===== config.mk =====
export PLATFORM = sky130hd
export DESIGN_NAME = instr_sequencer_flat
export DESIGN_NICKNAME = d
export VERILOG_FILES = /design/src/rtl/cpu_ctrl_pkg.sv /design/src/rtl/instr_sequencer_if.sv /design/src/rtl/seq_perf_counters.sv /design/src/rtl/instr_sequencer.sv /design/src/flat_wrapper.sv
export SDC_FILE = /design/constraint.sdc
export NUM_CORES = 1
export LEC_CHECK = 0
export CORE_UTILIZATION = 38
export DETAILED_ROUTE_END_ITERATION = 8
export GPL_ROUTABILITY_DRIVEN = 0
export HOLD_SLACK_MARGIN = 0.03
export PLACE_DENSITY = 0.77
export SYNTH_ARGS = -nofsm -noshare
export SYNTH_HDL_FRONTEND = slang
export SYNTH_SLANG_ARGS = --single-unit

===== constraint.sdc =====
create_clock -name clk -period 4.8 [get_ports clk]
set_input_delay 1.44 -clock clk [delete_from_list [all_inputs] [get_ports clk]]
set_output_delay 1.44 -clock clk [all_outputs]
set_load 0.05 [all_outputs]

===== src/rtl/cpu_ctrl_pkg.sv =====
`default_nettype none
// ============================================================================
// Module   : cpu_ctrl_pkg
// Brief    : Shared CPU control encodings: sequencer states, instruction
//            types and function codes, PC source select.
// Revision : 1.0 - initial release
// ============================================================================
package cpu_ctrl_pkg;

    typedef enum logic [2:0] {
        ST_IDLE   = 3'd0,
        ST_FETCH  = 3'd1,
        ST_DECODE = 3'd2,
        ST_EXEC   = 3'd3,
        ST_MEM    = 3'd4,
        ST_WB     = 3'd5,
        ST_HALT   = 3'd6
    } state_e;

    localparam logic [1:0] C_TYPE_R   = 2'd0;
    localparam logic [1:0] C_TYPE_I   = 2'd1;
    localparam logic [1:0] C_TYPE_J   = 2'd2;
    localparam logic [1:0] C_TYPE_RSV = 2'd3;

    localparam logic [4:0] C_FN_ADDI = 5'd0;
    localparam logic [4:0] C_FN_ANDI = 5'd1;
    localparam logic [4:0] C_FN_LW   = 5'd2;
    localparam logic [4:0] C_FN_SW   = 5'd3;
    localparam logic [4:0] C_FN_BEQ  = 5'd4;
    localparam logic [4:0] C_FN_JMP  = 5'd0;
    localparam logic [4:0] C_FN_CALL = 5'd1;

    localparam logic [1:0] C_PC_INC    = 2'd0;
    localparam logic [1:0] C_PC_BRANCH = 2'd1;
    localparam logic [1:0] C_PC_JUMP   = 2'd2;
    localparam logic [1:0] C_PC_STACK  = 2'd3;

    typedef enum logic [1:0] {
        CLS_ALU    = 2'd0,
        CLS_LOAD   = 2'd1,
        CLS_STORE  = 2'd2,
        CLS_BRANCH = 2'd3
    } iclass_e;

    // Path class of a non-J instruction; unlisted I functions run as ALU ops.
    function automatic iclass_e classify(input logic [1:0] itype, input logic [4:0] fn);
        iclass_e cls;
        cls = CLS_ALU;
        if (itype == C_TYPE_I) begin
            case (fn)
                C_FN_ADDI, C_FN_ANDI: cls = CLS_ALU;
                C_FN_LW:              cls = CLS_LOAD;
                C_FN_SW:              cls = CLS_STORE;
                C_FN_BEQ:             cls = CLS_BRANCH;
                default:              cls = CLS_ALU;
            endcase
        end
        return cls;
    endfunction

endpackage
`default_nettype wire


===== src/rtl/instr_sequencer_if.sv =====
`default_nettype none
// ============================================================================
// Module   : instr_sequencer_if
// Brief    : Sequencer <-> datapath bundle: IR/status inputs, stage strobes.
// Revision : 1.0 - initial release
// ============================================================================
interface instr_sequencer_if;

    logic       start;
    logic [1:0] inst_type;
    logic [4:0] inst_function;
    logic       stop_bit;
    logic       zero_flag;
    logic       mem_ready;
    logic       stack_full;
    logic       stack_empty;

    logic [2:0] state;
    logic       ir_write;
    logic       pc_write;
    logic [1:0] pc_sel;
    logic       alu_en;
    logic       rf_we;
    logic       mem_req;
    logic       mem_we;
    logic       st_push;
    logic       st_pop;
    logic       busy;
    logic       retire;
    logic       err;

    modport master (
        input  start, inst_type, inst_function, stop_bit, zero_flag,
               mem_ready, stack_full, stack_empty,
        output state, ir_write, pc_write, pc_sel, alu_en, rf_we, mem_req,
               mem_we, st_push, st_pop, busy, retire, err
    );

    modport slave (
        output start, inst_type, inst_function, stop_bit, zero_flag,
               mem_ready, stack_full, stack_empty,
        input  state, ir_write, pc_write, pc_sel, alu_en, rf_we, mem_req,
               mem_we, st_push, st_pop, busy, retire, err
    );

endinterface
`default_nettype wire


===== src/rtl/seq_perf_counters.sv =====
`default_nettype none
// ============================================================================
// Module   : seq_perf_counters
// Brief    : Busy-cycle and retired-instruction counters, wrap at 2^32.
//            Only instantiated when SEQ_PERF_CNT_EN is defined.
// Revision : 1.0 - initial release
// ============================================================================
module seq_perf_counters (
    input  logic        clk,
    input  logic        reset,
    input  logic        busy,
    input  logic        retire,
    output logic [31:0] cycle_cnt,
    output logic [31:0] instr_cnt
);

    logic [31:0] cycle_cnt_q, cycle_cnt_d;
    logic [31:0] instr_cnt_q, instr_cnt_d;

    always_comb begin
        cycle_cnt_d = cycle_cnt_q + {31'd0, busy};
        instr_cnt_d = instr_cnt_q + {31'd0, retire};
    end

    always_ff @(posedge clk or posedge reset) begin
        if (reset) begin
            cycle_cnt_q <= 32'd0;
            instr_cnt_q <= 32'd0;
        end else begin
            cycle_cnt_q <= cycle_cnt_d;
            instr_cnt_q <= instr_cnt_d;
        end
    end

    assign cycle_cnt = cycle_cnt_q;
    assign instr_cnt = instr_cnt_q;

endmodule
`default_nettype wire


===== src/rtl/instr_sequencer.sv =====
`default_nettype none
// ============================================================================
// Module   : instr_sequencer
// Brief    : Multi-cycle FETCH/DECODE/EXEC/MEM/WB sequencer with Mealy stage
//            strobes. SEQ_PERF_CNT_EN adds cycle_cnt / instr_cnt outputs.
// Revision : 1.0 - initial release
// ============================================================================
module instr_sequencer
    import cpu_ctrl_pkg::*;
(
    input  logic                 clk,
    input  logic                 reset,
`ifdef SEQ_PERF_CNT_EN
    output logic [31:0]          cycle_cnt,
    output logic [31:0]          instr_cnt,
`endif
    instr_sequencer_if.master    bus
);

    state_e     state_q, state_d;
    logic       err_q, err_d;
    iclass_e    w_iclass;
    logic       w_call;
    logic       w_retire_req;
    logic       w_ir_write, w_pc_write, w_alu_en, w_rf_we;
    logic       w_mem_req, w_mem_we, w_st_push, w_st_pop, w_retire;
    logic [1:0] w_pc_sel;

    always_comb begin
        state_d      = state_q;
        err_d        = err_q;
        w_iclass     = classify(bus.inst_type, bus.inst_function);
        w_call       = 1'b0;
        w_retire_req = 1'b0;
        w_ir_write   = 1'b0;
        w_pc_write   = 1'b0;
        w_pc_sel     = C_PC_INC;
        w_alu_en     = 1'b0;
        w_rf_we      = 1'b0;
        w_mem_req    = 1'b0;
        w_mem_we     = 1'b0;
        w_st_push    = 1'b0;
        w_st_pop     = 1'b0;
        w_retire     = 1'b0;

        case (bus.inst_function)
            C_FN_JMP:  w_call = 1'b0;
            C_FN_CALL: w_call = 1'b1;
            default:   w_call = 1'b0;
        endcase

        case (state_q)
            ST_IDLE, ST_HALT: begin
                if (bus.start) state_d = ST_FETCH;
            end
            ST_FETCH: begin
                w_mem_req = 1'b1;
                if (bus.mem_ready) begin
                    w_ir_write = 1'b1;
                    state_d    = ST_DECODE;
                end
            end
            ST_DECODE: begin
                case (bus.inst_type)
                    C_TYPE_R, C_TYPE_I: state_d = ST_EXEC;
                    C_TYPE_J: begin
                        if (w_call && bus.stack_full) begin
                            state_d = ST_HALT;
                            err_d   = 1'b1;
                        end else begin
                            w_st_push  = w_call;
                            w_pc_write = 1'b1;
                            w_pc_sel   = C_PC_JUMP;
                            w_retire   = 1'b1;
                            state_d    = ST_FETCH;
                        end
                    end
                    C_TYPE_RSV: begin
                        state_d = ST_HALT;
                        err_d   = 1'b1;
                    end
                    default: state_d = ST_EXEC;
                endcase
            end
            ST_EXEC: begin
                w_alu_en = 1'b1;
                case (w_iclass)
                    CLS_LOAD, CLS_STORE: state_d      = ST_MEM;
                    CLS_BRANCH:          w_retire_req = 1'b1;
                    default:             state_d      = ST_WB;
                endcase
            end
            ST_MEM: begin
                w_mem_req = 1'b1;
                w_mem_we  = (w_iclass == CLS_STORE);
                if (bus.mem_ready) begin
                    if (w_iclass == CLS_STORE) w_retire_req = 1'b1;
                    else                       state_d      = ST_WB;
                end
            end
            ST_WB: begin
                w_rf_we      = 1'b1;
                w_retire_req = 1'b1;
            end
            default: begin
                state_d = ST_HALT;
                err_d   = 1'b1;
            end
        endcase

        // Common retirement for R/I paths; a stop with an empty stack ends the program.
        if (w_retire_req) begin
            w_retire = 1'b1;
            if (bus.stop_bit) begin
                if (bus.stack_empty) begin
                    state_d = ST_HALT;
                end else begin
                    w_st_pop   = 1'b1;
                    w_pc_write = 1'b1;
                    w_pc_sel   = C_PC_STACK;
                    state_d    = ST_FETCH;
                end
            end else begin
                w_pc_write = 1'b1;
                w_pc_sel   = (w_iclass == CLS_BRANCH && bus.zero_flag) ? C_PC_BRANCH : C_PC_INC;
                state_d    = ST_FETCH;
            end
        end
    end

    always_ff @(posedge clk or posedge reset) begin
        if (reset) begin
            state_q <= ST_IDLE;
            err_q   <= 1'b0;
        end else begin
            state_q <= state_d;
            err_q   <= err_d;
        end
    end

    assign bus.state    = state_q;
    assign bus.ir_write = w_ir_write;
    assign bus.pc_write = w_pc_write;
    assign bus.pc_sel   = w_pc_sel;
    assign bus.alu_en   = w_alu_en;
    assign bus.rf_we    = w_rf_we;
    assign bus.mem_req  = w_mem_req;
    assign bus.mem_we   = w_mem_we;
    assign bus.st_push  = w_st_push;
    assign bus.st_pop   = w_st_pop;
    assign bus.retire   = w_retire;
    assign bus.busy     = (state_q != ST_IDLE) && (state_q != ST_HALT);
    assign bus.err      = err_q;

`ifdef SEQ_PERF_CNT_EN
    seq_perf_counters u_perf (
        .clk       (clk),
        .reset     (reset),
        .busy      (bus.busy),
        .retire    (w_retire),
        .cycle_cnt (cycle_cnt),
        .instr_cnt (instr_cnt)
    );
`endif

endmodule
`default_nettype wire

===== src/flat_wrapper.sv =====
// flat-port wrapper written by rule: the top's interface ports become plain ports
module instr_sequencer_flat import cpu_ctrl_pkg::*;
  (clk, reset, bus_start, bus_inst_type, bus_inst_function, bus_stop_bit, bus_zero_flag, bus_mem_ready, bus_stack_full, bus_stack_empty, bus_state, bus_ir_write, bus_pc_write, bus_pc_sel, bus_alu_en, bus_rf_we, bus_mem_req, bus_mem_we, bus_st_push, bus_st_pop, bus_busy, bus_retire, bus_err);
  instr_sequencer_if bus_i ();
  input  logic clk;
  input  logic reset;
  input wire logic [$bits(bus_i.start)-1:0] bus_start;
  input wire logic [$bits(bus_i.inst_type)-1:0] bus_inst_type;
  input wire logic [$bits(bus_i.inst_function)-1:0] bus_inst_function;
  input wire logic [$bits(bus_i.stop_bit)-1:0] bus_stop_bit;
  input wire logic [$bits(bus_i.zero_flag)-1:0] bus_zero_flag;
  input wire logic [$bits(bus_i.mem_ready)-1:0] bus_mem_ready;
  input wire logic [$bits(bus_i.stack_full)-1:0] bus_stack_full;
  input wire logic [$bits(bus_i.stack_empty)-1:0] bus_stack_empty;
  output wire logic [$bits(bus_i.state)-1:0] bus_state;
  output wire logic [$bits(bus_i.ir_write)-1:0] bus_ir_write;
  output wire logic [$bits(bus_i.pc_write)-1:0] bus_pc_write;
  output wire logic [$bits(bus_i.pc_sel)-1:0] bus_pc_sel;
  output wire logic [$bits(bus_i.alu_en)-1:0] bus_alu_en;
  output wire logic [$bits(bus_i.rf_we)-1:0] bus_rf_we;
  output wire logic [$bits(bus_i.mem_req)-1:0] bus_mem_req;
  output wire logic [$bits(bus_i.mem_we)-1:0] bus_mem_we;
  output wire logic [$bits(bus_i.st_push)-1:0] bus_st_push;
  output wire logic [$bits(bus_i.st_pop)-1:0] bus_st_pop;
  output wire logic [$bits(bus_i.busy)-1:0] bus_busy;
  output wire logic [$bits(bus_i.retire)-1:0] bus_retire;
  output wire logic [$bits(bus_i.err)-1:0] bus_err;
  assign bus_i.start = bus_start;
  assign bus_i.inst_type = bus_inst_type;
  assign bus_i.inst_function = bus_inst_function;
  assign bus_i.stop_bit = bus_stop_bit;
  assign bus_i.zero_flag = bus_zero_flag;
  assign bus_i.mem_ready = bus_mem_ready;
  assign bus_i.stack_full = bus_stack_full;
  assign bus_i.stack_empty = bus_stack_empty;
  assign bus_state = bus_i.state;
  assign bus_ir_write = bus_i.ir_write;
  assign bus_pc_write = bus_i.pc_write;
  assign bus_pc_sel = bus_i.pc_sel;
  assign bus_alu_en = bus_i.alu_en;
  assign bus_rf_we = bus_i.rf_we;
  assign bus_mem_req = bus_i.mem_req;
  assign bus_mem_we = bus_i.mem_we;
  assign bus_st_push = bus_i.st_push;
  assign bus_st_pop = bus_i.st_pop;
  assign bus_busy = bus_i.busy;
  assign bus_retire = bus_i.retire;
  assign bus_err = bus_i.err;
  instr_sequencer u_core (.clk(clk), .reset(reset), .bus(bus_i));
endmodule

==> flow_metrics.env <==
export IMPL_cts_root_buf="clkbuf_4"
export IMPL_synth_area_per_cell_um2=7.36
export IMPL_drt_total_wl_um=1750
export IMPL_clock_latency_ns=0.25
export IMPL_diodes=0
export IMPL_cp_max_fo=7
export IMPL_syn_num_nets=96
export IMPL_fin_skew_ns=0.00468
export IMPL_synth_warnings=0
export IMPL_drtPass1Iterations=4
export IMPL_slowest_delay_ns=0.40
export IMPL_cts_tree="built"
export IMPL_worstSetupPathType="input pin to output pin"
export IMPL_max_slew_margin_pct=63.4
export IMPL_die_height_um=41.1
export IMPL_grt_util_met1_pct=25.2
export IMPL_power_leakage_nw=0.501
export IMPL_crit_path_end_kind="output pin"
export IMPL_hold_depth=1
export IMPL_boundaryPins=31
export IMPL_powerDensity_nw_per_um2=610
export IMPL_layout_drive_gt1_share_pct=31.1
export IMPL_grt_pass1_vias=598
export IMPL_cts_buffer_depth=2
export IMPL_ys_seq_area_share_pct=17.2
export IMPL_grt_use_total_pct=23.1
export IMPL_rsz0062_at_grt="false"
export IMPL_first_iter_violations=13
export IMPL_overflow=0
export IMPL_cts_sinks=4
export IMPL_wl_per_cell_um=13.0
export IMPL_crit_chain="dlygate4sd2_1 > nor2_2 > nand3b_1 > or3_4 > inv_4 > ha_4 > nand3_1 > and3_4 > o21ai_2 > o21a_1 > buf_12"
export IMPL_critPathArrivalTime_ns=3.20
export IMPL_start_kind="input pin"
export IMPL_drc=0
export IMPL_drv_slew=0
export IMPL_maxCapViolations=0
export IMPL_finalWorstSetupSlack_ns=0.162
export IMPL_htree_levels=1
export IMPL_antenna_left=0
export IMPL_worstPathRequired_ns=3.36
export IMPL_irDropWorstVdd_mv=0.478
export IMPL_syn2layout_area_growth_pct=86.2
export IMPL_hold_class="flip-flop to flip-flop"
export IMPL_grt_antenna_before_repair=0
export IMPL_fp_dieArea_um2=1690
export IMPL_grt_max_degree=16
export IMPL_core_um2=1370
export IMPL_die_w_um=41.1
export IMPL_grt_util_met2_pct=44.5
export IMPL_report_final_setup_viol=0
export IMPL_cp_slowest_cell="or3_4"
export IMPL_num_vias=718
export IMPL_met3_usage_pct=1.63
export IMPL_fillers=97
export IMPL_grt_pass1_wl_um=2520
export IMPL_finalPower_w=0.000661
export IMPL_synth_edf_count=0
export IMPL_synth_top_flop_cell="dfrtp_1"
export IMPL_port_buffers=30
export IMPL_dp_slack_ns=-0.190
export IMPL_initial_core_util_pct=42.6
export IMPL_fin_util_pct=79.3
export IMPL_status="finished clean"
export IMPL_fp_row_count=13
export IMPL_layout_nets=138
export IMPL_yosys_cell_types_count=37
export IMPL_path_clk_slew_ns=0.04
export IMPL_synth_cell_area_um2=582
export IMPL_r2r_cells=7
export IMPL_numCtsBuffers=3
export IMPL_max_freq_ghz=0.216
export IMPL_fin_crit_ns=4.64
export IMPL_vias_per_cell=5.36
export IMPL_finalHoldViolations=0
export IMPL_synthArstFlopShare_pct=100
export IMPL_finalCritPeriodShare_pct=96.6
export IMPL_synthCells=79
export IMPL_grt_busiest_layer="met2"
export IMPL_worstMarginPinSlew_ns=0.544
export IMPL_ys_seq_elements=4
export IMPL_dp_hpwl_um=1310
==> kinds of logic after synthesis <==
| logic type | share of synthesized area, % |
|---|---|
| AOI/OAI and AO/OA | 26.5 |
| xor gates and xnor gates | 3.01 |
| adders and majority gates | 4.30 |
| buffers and inverters | 8.60 |
| DFF | 17.2 |
| and+or+nand+nor | 40.4 |
==> worst paths after layout <==
kind	to	slack, ns	start
max	bus_pc_sel[1]	0.16	bus_inst_function[3]
min reg2reg	u_core.bus.err	0.46	u_core.bus.err
max in group asynchronous	u_core.bus.err	3.26	reset
min in group asynchronous	u_core.bus.state[2]	1.38	reset
max reg2reg	u_core.bus.state[1]	2.98	u_core.bus.state[1]
min	u_core.bus.err	0.46	u_core.bus.err
==> synth_stat cells (3+ instances only) <==
| master | instances | area share, % |
|---|---|---|
| dfrtp_1 | 4 | 17 |
| o21ai_0 | 4 | 3.4 |
| nand2_1 | 7 | 4.5 |
| nand3_1 | 4 | 3.4 |
| nand3b_1 | 3 | 3.9 |
| nor3_1 | 3 | 2.6 |
| and3_1 | 3 | 3.2 |
| inv_1 | 6 | 3.9 |
| nor2_1 | 10 | 6.5 |
==> metal layers <==
metal	vias to the layer above	part of all wire [%]
met5	-	0
met1	329	41
met4	0	1.2
li1	365	-
met2	22	54
met3	2	3.6
==> per-stage QoR <==
| step | TNS [ns] | instances | hold slack, ns | cell area, um^2 |
|---|---|---|---|---|
| finish | 0 | 134 | 0.455 | 1080 |
| global route | 0 | 134 | 0.476 | 1080 |
| detailed placement | -0.568 | 127 | 0.448 | 985 |
| global placement | -0.153 | 127 | 0.439 | 985 |
| CTS | 0 | 132 | 0.457 | 1050 |
| floorplan | 0 | 79 | 0.764 | 586 |
==> timing repair <==
| action | CTS | global route |
|---|---|---|
| pin swaps | 4 | 6 |
| gates resized for setup | 11 | 7 |
| setup endpoints to repair | 5 | 3 |
| setup buffers | 2 | 2 |
| hold buffers | 0 | 0 |
==> flip-flops by register name, summed over array words and instances, names as in the netlist <==
name	flops
u_core.bus.state	3
u_core.bus.err	1
==> critical path, delay by kind of cell <==
family	cells	cell delay (ns)
simple gates	5	0.89
fa+ha+maj	1	0.12
buf+inv	3	0.46
compound gates	2	0.29
==> power by group <==
group	switching [W]	internal, W
logic	0.000302	0.000224
clock network	0.0000193	0.0000283
registers	0.0000387	0.0000483
==> area by class of cell <==
type,count,area (um^2),area share [%]
timing repair buffer,41,448,41.3
tap,15,18.8,1.73
clock buffer,3,22.5,2.08
inverter,6,25.0,2.31
sequential,4,100,9.24
multi-input combinational,65,469,43.3
==> cells in the final DEF (no fill, tap or decap), drive strengths merged, types with 3 or more instances in the layout <==
master	instances
buf	19
clkdlybuf4s50	15
nor2	10
nand2	7
inv	6
o21ai	6
dlymetal6s2s	5
nand3	4
dfrtp	4
nor3	3
nand3b	3
clkbuf	3
and3	3
(Power assumes the default switching activity.)
